### src/rtl/alu_wb_stage_pkg.sv
// Shared CPU datapath constants and the writeback queue entry payload.
package alu_wb_stage_pkg;

    localparam int unsigned CPU_WORD_W    = 32;
    localparam int unsigned CPU_FLAGS_W   = 4;
    localparam int unsigned CPU_REG_IDX_W = 4;

    // Flag bit positions inside the flags nibble.
    localparam int unsigned FLAG_C = 0;
    localparam int unsigned FLAG_V = 1;
    localparam int unsigned FLAG_Z = 2;
    localparam int unsigned FLAG_N = 3;

    typedef struct packed {
        logic [CPU_WORD_W-1:0]    result;
        logic [CPU_FLAGS_W-1:0]   flags;
        logic [CPU_REG_IDX_W-1:0] dest;
        logic                     write_reg;
        logic                     write_flags;
    } wb_entry_t;

endpackage

### src/rtl/alu_wb_stage_fifo.sv
// In-order FIFO of writeback entries; exposes per-slot pending-flag bits.
module alu_wb_stage_fifo
    import alu_wb_stage_pkg::*;
#(
    parameter int unsigned DEPTH = 2
) (
    input  logic             clk,
    input  logic             rst_n,
    input  logic             push,
    input  wb_entry_t        din,
    input  logic             pop,
    output logic             full_c,
    output logic             empty_c,
    output wb_entry_t        head_c,
    output logic [DEPTH-1:0] pending_c
);

    localparam int unsigned PTR_W = $clog2(DEPTH);
    localparam int unsigned CNT_W = $clog2(DEPTH + 1);

    wb_entry_t        mem [DEPTH];
    logic [DEPTH-1:0] vld;
    logic [PTR_W-1:0] wptr;
    logic [PTR_W-1:0] rptr;
    logic [CNT_W-1:0] count;
    logic             do_push;
    logic             do_pop;

    assign full_c  = (count == CNT_W'(DEPTH));
    assign empty_c = (count == '0);
    assign do_push = push && !full_c;
    assign do_pop  = pop && !empty_c;
    assign head_c  = mem[rptr];

    always_comb begin
        pending_c = '0;
        for (int i = 0; i < int'(DEPTH); i++) begin
            pending_c[i] = vld[i] && mem[i].write_flags;
        end
    end

    // Storage, pointers and occupancy; pointers wrap naturally at power-of-two DEPTH.
    always_ff @(posedge clk or negedge rst_n) begin
        if (!rst_n) begin
            for (int i = 0; i < int'(DEPTH); i++) begin
                mem[i] <= '0;
            end
            vld   <= '0;
            wptr  <= '0;
            rptr  <= '0;
            count <= '0;
        end else begin
            if (do_pop) begin
                vld[rptr] <= 1'b0;
                rptr      <= rptr + PTR_W'(1);
            end
            if (do_push) begin
                mem[wptr] <= din;
                vld[wptr] <= 1'b1;
                wptr      <= wptr + PTR_W'(1);
            end
            case ({do_push, do_pop})
                2'b10:   count <= count + CNT_W'(1);
                2'b01:   count <= count - CNT_W'(1);
                default: count <= count;
            endcase
        end
    end

endmodule

### src/rtl/alu_wb_stage.sv
// ALU writeback stage: queues results, arbitrates for the RF write port,
// commits the architectural flags and counts retired entries.
module alu_wb_stage
    import alu_wb_stage_pkg::*;
#(
    parameter int unsigned DEPTH = 2,
    parameter int unsigned CNT_W = 16
) (
    input  logic                     clk,
    input  logic                     rst_n,
    input  logic                     in_valid,
    output logic                     in_ready,
    input  logic [CPU_WORD_W-1:0]    in_result,
    input  logic [CPU_FLAGS_W-1:0]   in_flags,
    input  logic [CPU_REG_IDX_W-1:0] in_dest,
    input  logic                     in_write_reg,
    input  logic                     in_write_flags,
    output logic                     rf_req,
    input  logic                     rf_grant,
    output logic [CPU_REG_IDX_W-1:0] rf_waddr,
    output logic [CPU_WORD_W-1:0]    rf_wdata,
    output logic [CPU_FLAGS_W-1:0]   flags_q,
    output logic                     flags_pending,
    output logic                     busy,
    output logic [CNT_W-1:0]         retire_cnt
);

    wb_entry_t        din;
    wb_entry_t        head;
    logic             full;
    logic             empty;
    logic             retire;
    logic [DEPTH-1:0] pending;

    assign din = '{result:      in_result,
                   flags:       in_flags,
                   dest:        in_dest,
                   write_reg:   in_write_reg,
                   write_flags: in_write_flags};

    alu_wb_stage_fifo #(
        .DEPTH (DEPTH)
    ) u_fifo (
        .clk       (clk),
        .rst_n     (rst_n),
        .push      (in_valid),
        .din       (din),
        .pop       (retire),
        .full_c    (full),
        .empty_c   (empty),
        .head_c    (head),
        .pending_c (pending)
    );

    // Ready ignores a same-cycle retire so the accept path stays independent of rf_grant.
    assign in_ready      = !full;
    assign busy          = !empty;
    assign flags_pending = |pending;

    assign rf_req   = !empty && head.write_reg;
    assign rf_waddr = rf_req ? head.dest : '0;
    assign rf_wdata = rf_req ? head.result : '0;

    // Register writes wait for the grant; flags-only and no-op entries retire immediately.
    assign retire = !empty && (!head.write_reg || rf_grant);

    always_ff @(posedge clk or negedge rst_n) begin
        if (!rst_n) begin
            flags_q    <= '0;
            retire_cnt <= '0;
        end else if (retire) begin
            if (head.write_flags) begin
                flags_q <= head.flags;
            end
            retire_cnt <= retire_cnt + CNT_W'(1);
        end
    end

endmodule

### config.mk
export PLATFORM = sky130hd
export DESIGN_NAME = alu_wb_stage
export DESIGN_NICKNAME = d
export VERILOG_FILES = /design/src/rtl/alu_wb_stage_pkg.sv /design/src/rtl/alu_wb_stage_fifo.sv /design/src/rtl/alu_wb_stage.sv
export SDC_FILE = /design/constraint.sdc
export NUM_CORES = 1
export LEC_CHECK = 0
export CAP_MARGIN = 30
export CELL_PAD_IN_SITES_DETAIL_PLACEMENT = 1
export CELL_PAD_IN_SITES_GLOBAL_PLACEMENT = 1
export CORE_AREA = 3 3 117 119
export CTS_CLUSTER_SIZE = 25
export DETAILED_ROUTE_END_ITERATION = 7
export DIE_AREA = 0 0 120 122
export HOLD_SLACK_MARGIN = 0.02
export PLACE_DENSITY = 0.77
export SETUP_SLACK_MARGIN = 0.1
export SYNTH_ARGS = -nofsm -noshare
export SYNTH_HDL_FRONTEND = slang
export SYNTH_HIERARCHICAL = 1
export SYNTH_SLANG_ARGS = --single-unit
### constraint.sdc
create_clock -name clk -period 4.4 [get_ports clk]
set_input_delay 0.88 -clock clk [delete_from_list [all_inputs] [get_ports clk]]
set_output_delay 0.88 -clock clk [all_outputs]
set_load 0.005 [all_outputs]
==> impl_metrics.env, run 1 <==
export IMPL_clk_latency_ns=0.35
export IMPL_seq_area_frac_synth=0.542
export IMPL_ant_nets=0
export IMPL_rsz0062_at_grt="no"
export IMPL_p_comb_frac=0.485
export IMPL_clock_sinks=110
export IMPL_hold_violations=0
export IMPL_hp_class="in2async"
export IMPL_fmax_ghz=0.287
export IMPL_core_area_sq_um=12700
export IMPL_clock_skew_ns=0.00418
export IMPL_chipWidth_microns=120
export IMPL_worstPathArrival_ns=2.61
export IMPL_post_cts_resized=0
export IMPL_cts_root_buf="clkbuf_16"
export IMPL_regToRegEndpoint="u_fifo/count[1]$_DFFE_PN0P_"
export IMPL_dieArea_sq_um=14600
export IMPL_power_mw=5.05
export IMPL_h_tree_depth=3
export IMPL_swShare=0.306
export IMPL_p_sw_mw=1.54
export IMPL_syn2layout_area_growth_pct=29.9
export IMPL_cp_max_fo=15
export IMPL_grt_pass1_wl_microns=19000
export IMPL_final_layout_size_suffix_gt1_frac=0.351
export IMPL_pwr_share_seq=0.357
export IMPL_drt_iter0_markers=146
export IMPL_tns_ns=0
export IMPL_ir_worst_vdd_mv=0.408
export IMPL_rows=41
export IMPL_synth_area_sq_um=5080
export IMPL_worstRegToRegCells=7
export IMPL_finalWorstPathRequiredPeriod_ns=3.49
export IMPL_max_cap_violations=0
export IMPL_final_nets=514
export IMPL_setup_viol=0
export IMPL_start_util=0.401
export IMPL_yosys_area_top_type="dfrtp_1"
export IMPL_maxSlewHeadroom=0.450
export IMPL_antenna_found_initial=0
export IMPL_clk_pin_slew_ns=0.07
export IMPL_cts_tree="yes"
export IMPL_place_inst=627
export IMPL_powerDensity_nw_per_um2=765
export IMPL_grt_pass1_vias=3648
export IMPL_grt_max_degree=62
export IMPL_post_drt_wl_per_cell_microns=17.8
export IMPL_p_int_mw=3.51
export IMPL_ctsHoldBuffers=0
export IMPL_outcome="finished clean"
export IMPL_grt_total_usage=0.166
export IMPL_yosysUniqueCellTypes=34
export IMPL_num_vias=3155
export IMPL_route_detailed_drc=0
export IMPL_synth_seq_cells=110
export IMPL_critPathRequiredTime_ns=3.52
export IMPL_antennaDiodeCount=0
export IMPL_end_kind="output pin"
export IMPL_io_pin_count=106
export IMPL_finalCritPeriodShare=0.792
export IMPL_worst_pin_slew_ns=0.824
export IMPL_syn_num_nets=408
export IMPL_stdcell_count=642
export IMPL_yosysWarnings=6
export IMPL_die_y_microns=122
export IMPL_post_cts_buffers=0
export IMPL_r2r_start="u_fifo/count[0]$_DFFE_PN0P_"
export IMPL_cp_start_kind="flop"
export IMPL_clockPowerShare=0.158
export IMPL_crit_type="reg2out"
export IMPL_r2r_slack_ns=2.10
export IMPL_dp_final_hpwl_microns=8010
export IMPL_p_leak_nw=2.68
export IMPL_yosys_top_cells_area="dfrtp_1 (54%), mux2_2 (27%), and2_1 (4.7%)"
export IMPL_numCtsBuffers=9
export IMPL_gp_congestion=0.737
export IMPL_first_pass_iters=4
export IMPL_yosys_area_top_type_share=0.542
export IMPL_portBuffers=105
export IMPL_synth_cells=360
export IMPL_drt_wl_total_microns=11500
export IMPL_maxSlewViolCount=0
export IMPL_avgSynthCellArea_sq_um=14.1
export IMPL_gr_total_overflow=0
export IMPL_clk_path_buf_depth=2
export IMPL_vias_per_cell=4.91
per-layer routing:
layer | vias to the layer above | global-route usage | share of wire
li1 | 1452 | - | -
met1 | 1621 | 0.185 | 0.39
met3 | 13 | 0.0678 | 0.067
met4 | 0 | 0.0401 | 0.011
met2 | 69 | 0.297 | 0.53
met5 | - | 0 | 0
layout by cell type (no fill, tap or decap), types with 3 or more instances in the layout:
| cell type | instances |
|---|---|
| and2_1 | 38 |
| o21ai_0 | 3 |
| mux2_4 | 4 |
| nand4_1 | 3 |
| mux2_2 | 124 |
| clkbuf_16 | 9 |
| clkdlybuf4s50_1 | 104 |
| buf_4 | 7 |
| xor2_1 | 5 |
| nand3_1 | 6 |
| mux2_1 | 3 |
| dfrtp_1 | 109 |
| inv_1 | 3 |
| xnor2_1 | 15 |
| nand2_1 | 6 |
critical path: stages (launching register included):
cell             delay [ns]
dfrtp_1                0.43
nor2_1                 0.55
nor2b_2                0.26
buf_8                  0.23
buf_4                  0.17
and2_1                 0.16
clkdlybuf4s50_1        0.45
cells in the mapped netlist (all sizes together):
| master | number |
|---|---|
| a21o | 1 |
| ha | 2 |
| clkbuf | 2 |
| nor2 | 3 |
| nor4 | 2 |
| buf | 16 |
| nand3 | 8 |
| dfrtp | 110 |
| nor3 | 2 |
| and4 | 2 |
| and2 | 39 |
| xor2 | 5 |
| inv | 4 |
| nor2b | 2 |
| nor3b | 1 |
| and3 | 1 |
| nand4 | 3 |
| nand2 | 6 |
| o21ai | 3 |
| xnor2 | 15 |
| or2 | 1 |
| mux2 | 131 |
| nand2b | 1 |
registers in the layout (all words and copies together), names as in the netlist:
register and cells:
u_fifo/count 2, u_fifo/mem 84, u_fifo/rptr 1, u_fifo/wptr 1, u_fifo/vld 2, retire_cnt 16, flags_q 4
cells by family (layout without fill, tap and decap cells):
logic type	after synthesis	count (layout)	synth area share
multiplexers	131	131	0.293
buffers and inverters	22	132	0.0283
AND/OR/NAND/NOR	71	71	0.0931
XOR/XNOR	20	20	0.0345
adder cells (fa/ha/maj)	2	2	0.00492
flip-flops	110	110	0.542
AO/OA/AOI/OAI	4	4	0.00443
power groups by stage:
stage          clock network, mW  registers [mW]  logic, mW
6_report                   0.799            1.80       2.45
5_1_grt                    0.885            1.87       2.67
4_1_cts                    0.833            1.81       2.51
3_5_place_dp                   0            1.82       2.49
3_3_place_gp                   0            1.78       2.38
2_1_floorplan                  0            1.73       1.53
final cells by class:
| cell class | instances | area, sq um |
|---|---|---|
| Clock buffer | 11 | 243 |
| Clock inverter | 4 | 47.5 |
| Fill cell | 1292 | 6070 |
| Inverter | 4 | 15.0 |
| Multi-Input combinational cell | 228 | 2190 |
| Sequential cell | 110 | 2750 |
| Tap cell | 172 | 215 |
| Timing Repair Buffer | 113 | 1140 |
how the worst max path moves through the flow:
| stage | slack [ns] | end | depth (start not counted) | startpoint |
|---|---|---|---|---|
| floorplan | 1.72 | rf_wdata[10] | 7 | u_fifo/rptr$_DFFE_PN0P_ |
| global placement | 1.12 | rf_wdata[28] | 5 | u_fifo/rptr$_DFFE_PN0P_ |
| detailed placement | 1.26 | rf_wdata[21] | 6 | u_fifo/count[0]$_DFFE_PN0P_ |
| CTS | 0.84 | rf_wdata[21] | 6 | u_fifo/count[0]$_DFFE_PN0P_ |
| global route | 0.75 | rf_wdata[21] | 6 | u_fifo/count[0]$_DFFE_PN0P_ |
| finish | 0.91 | rf_wdata[21] | 6 | u_fifo/count[0]$_DFFE_PN0P_ |
stage by stage:
stage / cell area (sq um) / utilization / setup WS (ns) / hold WS (ns)
3_5_place_dp: 6310 / 0.498 / 1.26 / 0.470
4_1_cts: 6600 / 0.521 / 0.836 / 0.433
2_1_floorplan: 5080 / - / 1.72 / 0.442
5_1_grt: 6600 / 0.521 / 0.752 / 0.435
6_report: 6600 / 0.521 / 0.913 / 0.439
3_3_place_gp: 6270 / 0.495 / 1.12 / 0.456
No activity file was read; power rests on OpenSTA's default activity.
==> run 2: changes to the inputs <==
==> constraint.sdc (replaced) <==
create_clock -name clk -period 3.3 [get_ports clk]
set_input_delay 0.66 -clock clk [delete_from_list [all_inputs] [get_ports clk]]
set_output_delay 0.66 -clock clk [all_outputs]
set_load 0.005 [all_outputs]
==> impl_metrics.env, run 2 (synthesized netlist as in run 1, its figures left out) <==
export IMPL_grt_pass1_vias=3728
export IMPL_final_layout_size_suffix_gt1_frac=0.346
export IMPL_setup_viol=0
export IMPL_final_cell_mix="mux2_2 (124), dfrtp_1 (109), clkdlybuf4s50_1 (104)"
export IMPL_worstSetupStartpoint="u_fifo/rptr$_DFFE_PN0P_"
export IMPL_clk_path_buf_depth=2
export IMPL_gp_congestion=0.738
export IMPL_cp_start_kind="flop"
export IMPL_grt_total_usage=0.167
export IMPL_grt_pass1_wl_microns=19300
export IMPL_num_vias=3186
export IMPL_swShare=0.309
export IMPL_rows=41
export IMPL_max_cap_violations=0
export IMPL_clock_skew_ns=0.00897
export IMPL_ir_worst_vdd_mv=0.461
export IMPL_crit_type="reg2out"
export IMPL_dieArea_sq_um=14600
export IMPL_antennaDiodeCount=0
export IMPL_drt_wl_total_microns=11500
export IMPL_clk_pin_slew_ns=0.07
export IMPL_dr_max_layer_used="met4"
export IMPL_worstPathArrival_ns=2.35
export IMPL_route_detailed_drc=0
export IMPL_fmax_ghz=0.333
export IMPL_ant_nets=0
export IMPL_final_common_cell="mux2_2"
export IMPL_h_tree_depth=3
export IMPL_fillers=1303
export IMPL_p_comb_frac=0.488
export IMPL_worst_pin_slew_ns=0.789
export IMPL_finalWorstPathRequiredPeriod_ns=3.01
export IMPL_powerDensity_nw_per_um2=1010
export IMPL_chipWidth_microns=120
export IMPL_finalCritPeriodShare=0.911
export IMPL_die_y_microns=122
export IMPL_maxSlewHeadroom=0.474
export IMPL_regToRegEndpoint="u_fifo/count[1]$_DFFE_PN0P_"
export IMPL_place_area_sq_um=6280
export IMPL_drt_iter0_markers=96
export IMPL_hp_class="in2async"
export IMPL_numCtsBuffers=9
export IMPL_vias_per_cell=4.95
export IMPL_clockPowerShare=0.149
export IMPL_start_util=0.401
export IMPL_cp_max_fo=20
export IMPL_wl_met1_microns=4780
export IMPL_p_int_mw=4.59
export IMPL_dp_final_hpwl_microns=7960
export IMPL_reg_top3="u_fifo/mem: 84 flops, retire_cnt: 16 flops, flags_q: 4 flops"
export IMPL_gr_total_overflow=0
export IMPL_rsz0062_at_grt="no"
export IMPL_end_kind="output pin"
export IMPL_tns_ns=0
export IMPL_pwr_share_seq=0.363
export IMPL_final_nets=514
export IMPL_p_leak_nw=2.66
export IMPL_core_area_sq_um=12700
export IMPL_syn2layout_area_growth_pct=28.9
export IMPL_p_sw_mw=2.05
export IMPL_clk_latency_ns=0.35
export IMPL_portBuffers=105
export IMPL_wl_met3_microns=746
export IMPL_antenna_found_initial=0
export IMPL_worstRegToRegCells=8
export IMPL_top_register="u_fifo/mem"
export IMPL_hold_violations=0
export IMPL_critPathRequiredTime_ns=2.64
export IMPL_post_drt_wl_per_cell_microns=17.9
export IMPL_cts_root_buf="clkbuf_16"
export IMPL_maxSlewViolCount=0
export IMPL_clock_sinks=110
export IMPL_cts_tree="yes"
export IMPL_first_pass_iters=4
export IMPL_io_pin_count=106
export IMPL_largest_reg_flops=84
export IMPL_outcome="finished clean"
export IMPL_r2r_start="u_fifo/rptr$_DFFE_PN0P_"
export IMPL_wl_met2_microns=5840
export IMPL_grt_max_degree=63
export IMPL_final_area_sq_um=6550
export IMPL_post_cts_buffers=0
export IMPL_r2r_slack_ns=1.02
==> run 2: how the worst max path moves through the flow <==
stage              endpoint  slack [ns]  cells after the start
6_report        rf_wdata[4]        0.29                      5
5_1_grt         rf_wdata[1]        0.13                      5
4_1_cts         rf_wdata[4]        0.13                      5
3_5_place_dp    rf_wdata[4]        0.39                      5
3_3_place_gp    rf_wdata[9]        0.48                      5
2_1_floorplan  rf_wdata[10]        0.84                      7
==> run 2: critical path, stage by stage (launching register included) <==
cell,delay [ns]
dfrtp_2,0.41
mux2_2,0.24
nor2b_4,0.37
buf_4,0.30
and2_1,0.16
clkdlybuf4s50_1,0.50
==> run 2: cell type report <==
class | count | area (sq um) | area share
clock buffer | 15 | 258 | 0.0393
timing repair buffer | 113 | 1110 | 0.169
tap | 172 | 215 | 0.0328
sequential | 110 | 2750 | 0.420
clock inverter | 1 | 5.00 | 0.000764
multi-input combinational | 228 | 2200 | 0.335
inverter | 4 | 15.0 | 0.00229
==> run 2: power groups by stage <==
stage          registers [mW]  clock network (mW)  logic (mW)
2_1_floorplan            2.31                   0        2.04
3_3_place_gp             2.37                   0        3.18
3_5_place_dp             2.44                   0        3.27
4_1_cts                  2.42                1.03        3.31
5_1_grt                  2.51                1.08        3.54
6_report                 2.41               0.991        3.24
==> run 2: stage by stage <==
step | setup WS (ns) | hold slack, ns | cells | total power [mW] | utilization
2_1_floorplan | 0.843 | 0.364 | 360 | 4.35 | -
3_3_place_gp | 0.482 | 0.450 | 627 | 5.55 | 0.496
3_5_place_dp | 0.386 | 0.476 | 627 | 5.71 | 0.496
4_1_cts | 0.133 | 0.424 | 643 | 6.76 | 0.517
5_1_grt | 0.127 | 0.452 | 643 | 7.14 | 0.517
6_report | 0.293 | 0.397 | 643 | 6.64 | 0.517
==> run 2: repair_timing <==
item / 4_1_cts / 5_1_grt
resized for setup: 1 / 1
endpoints found under the hold margin: 0 / 0
hold buffers: 0 / 0
setup endpoints to repair: 20 / 20
==> run 2: routing by layer <==
layer,global-route usage,vias to the layer above
li1,-,1452
met4,0.0601,0
met2,0.288,64
met3,0.0525,10
met1,0.197,1660
met5,0,-
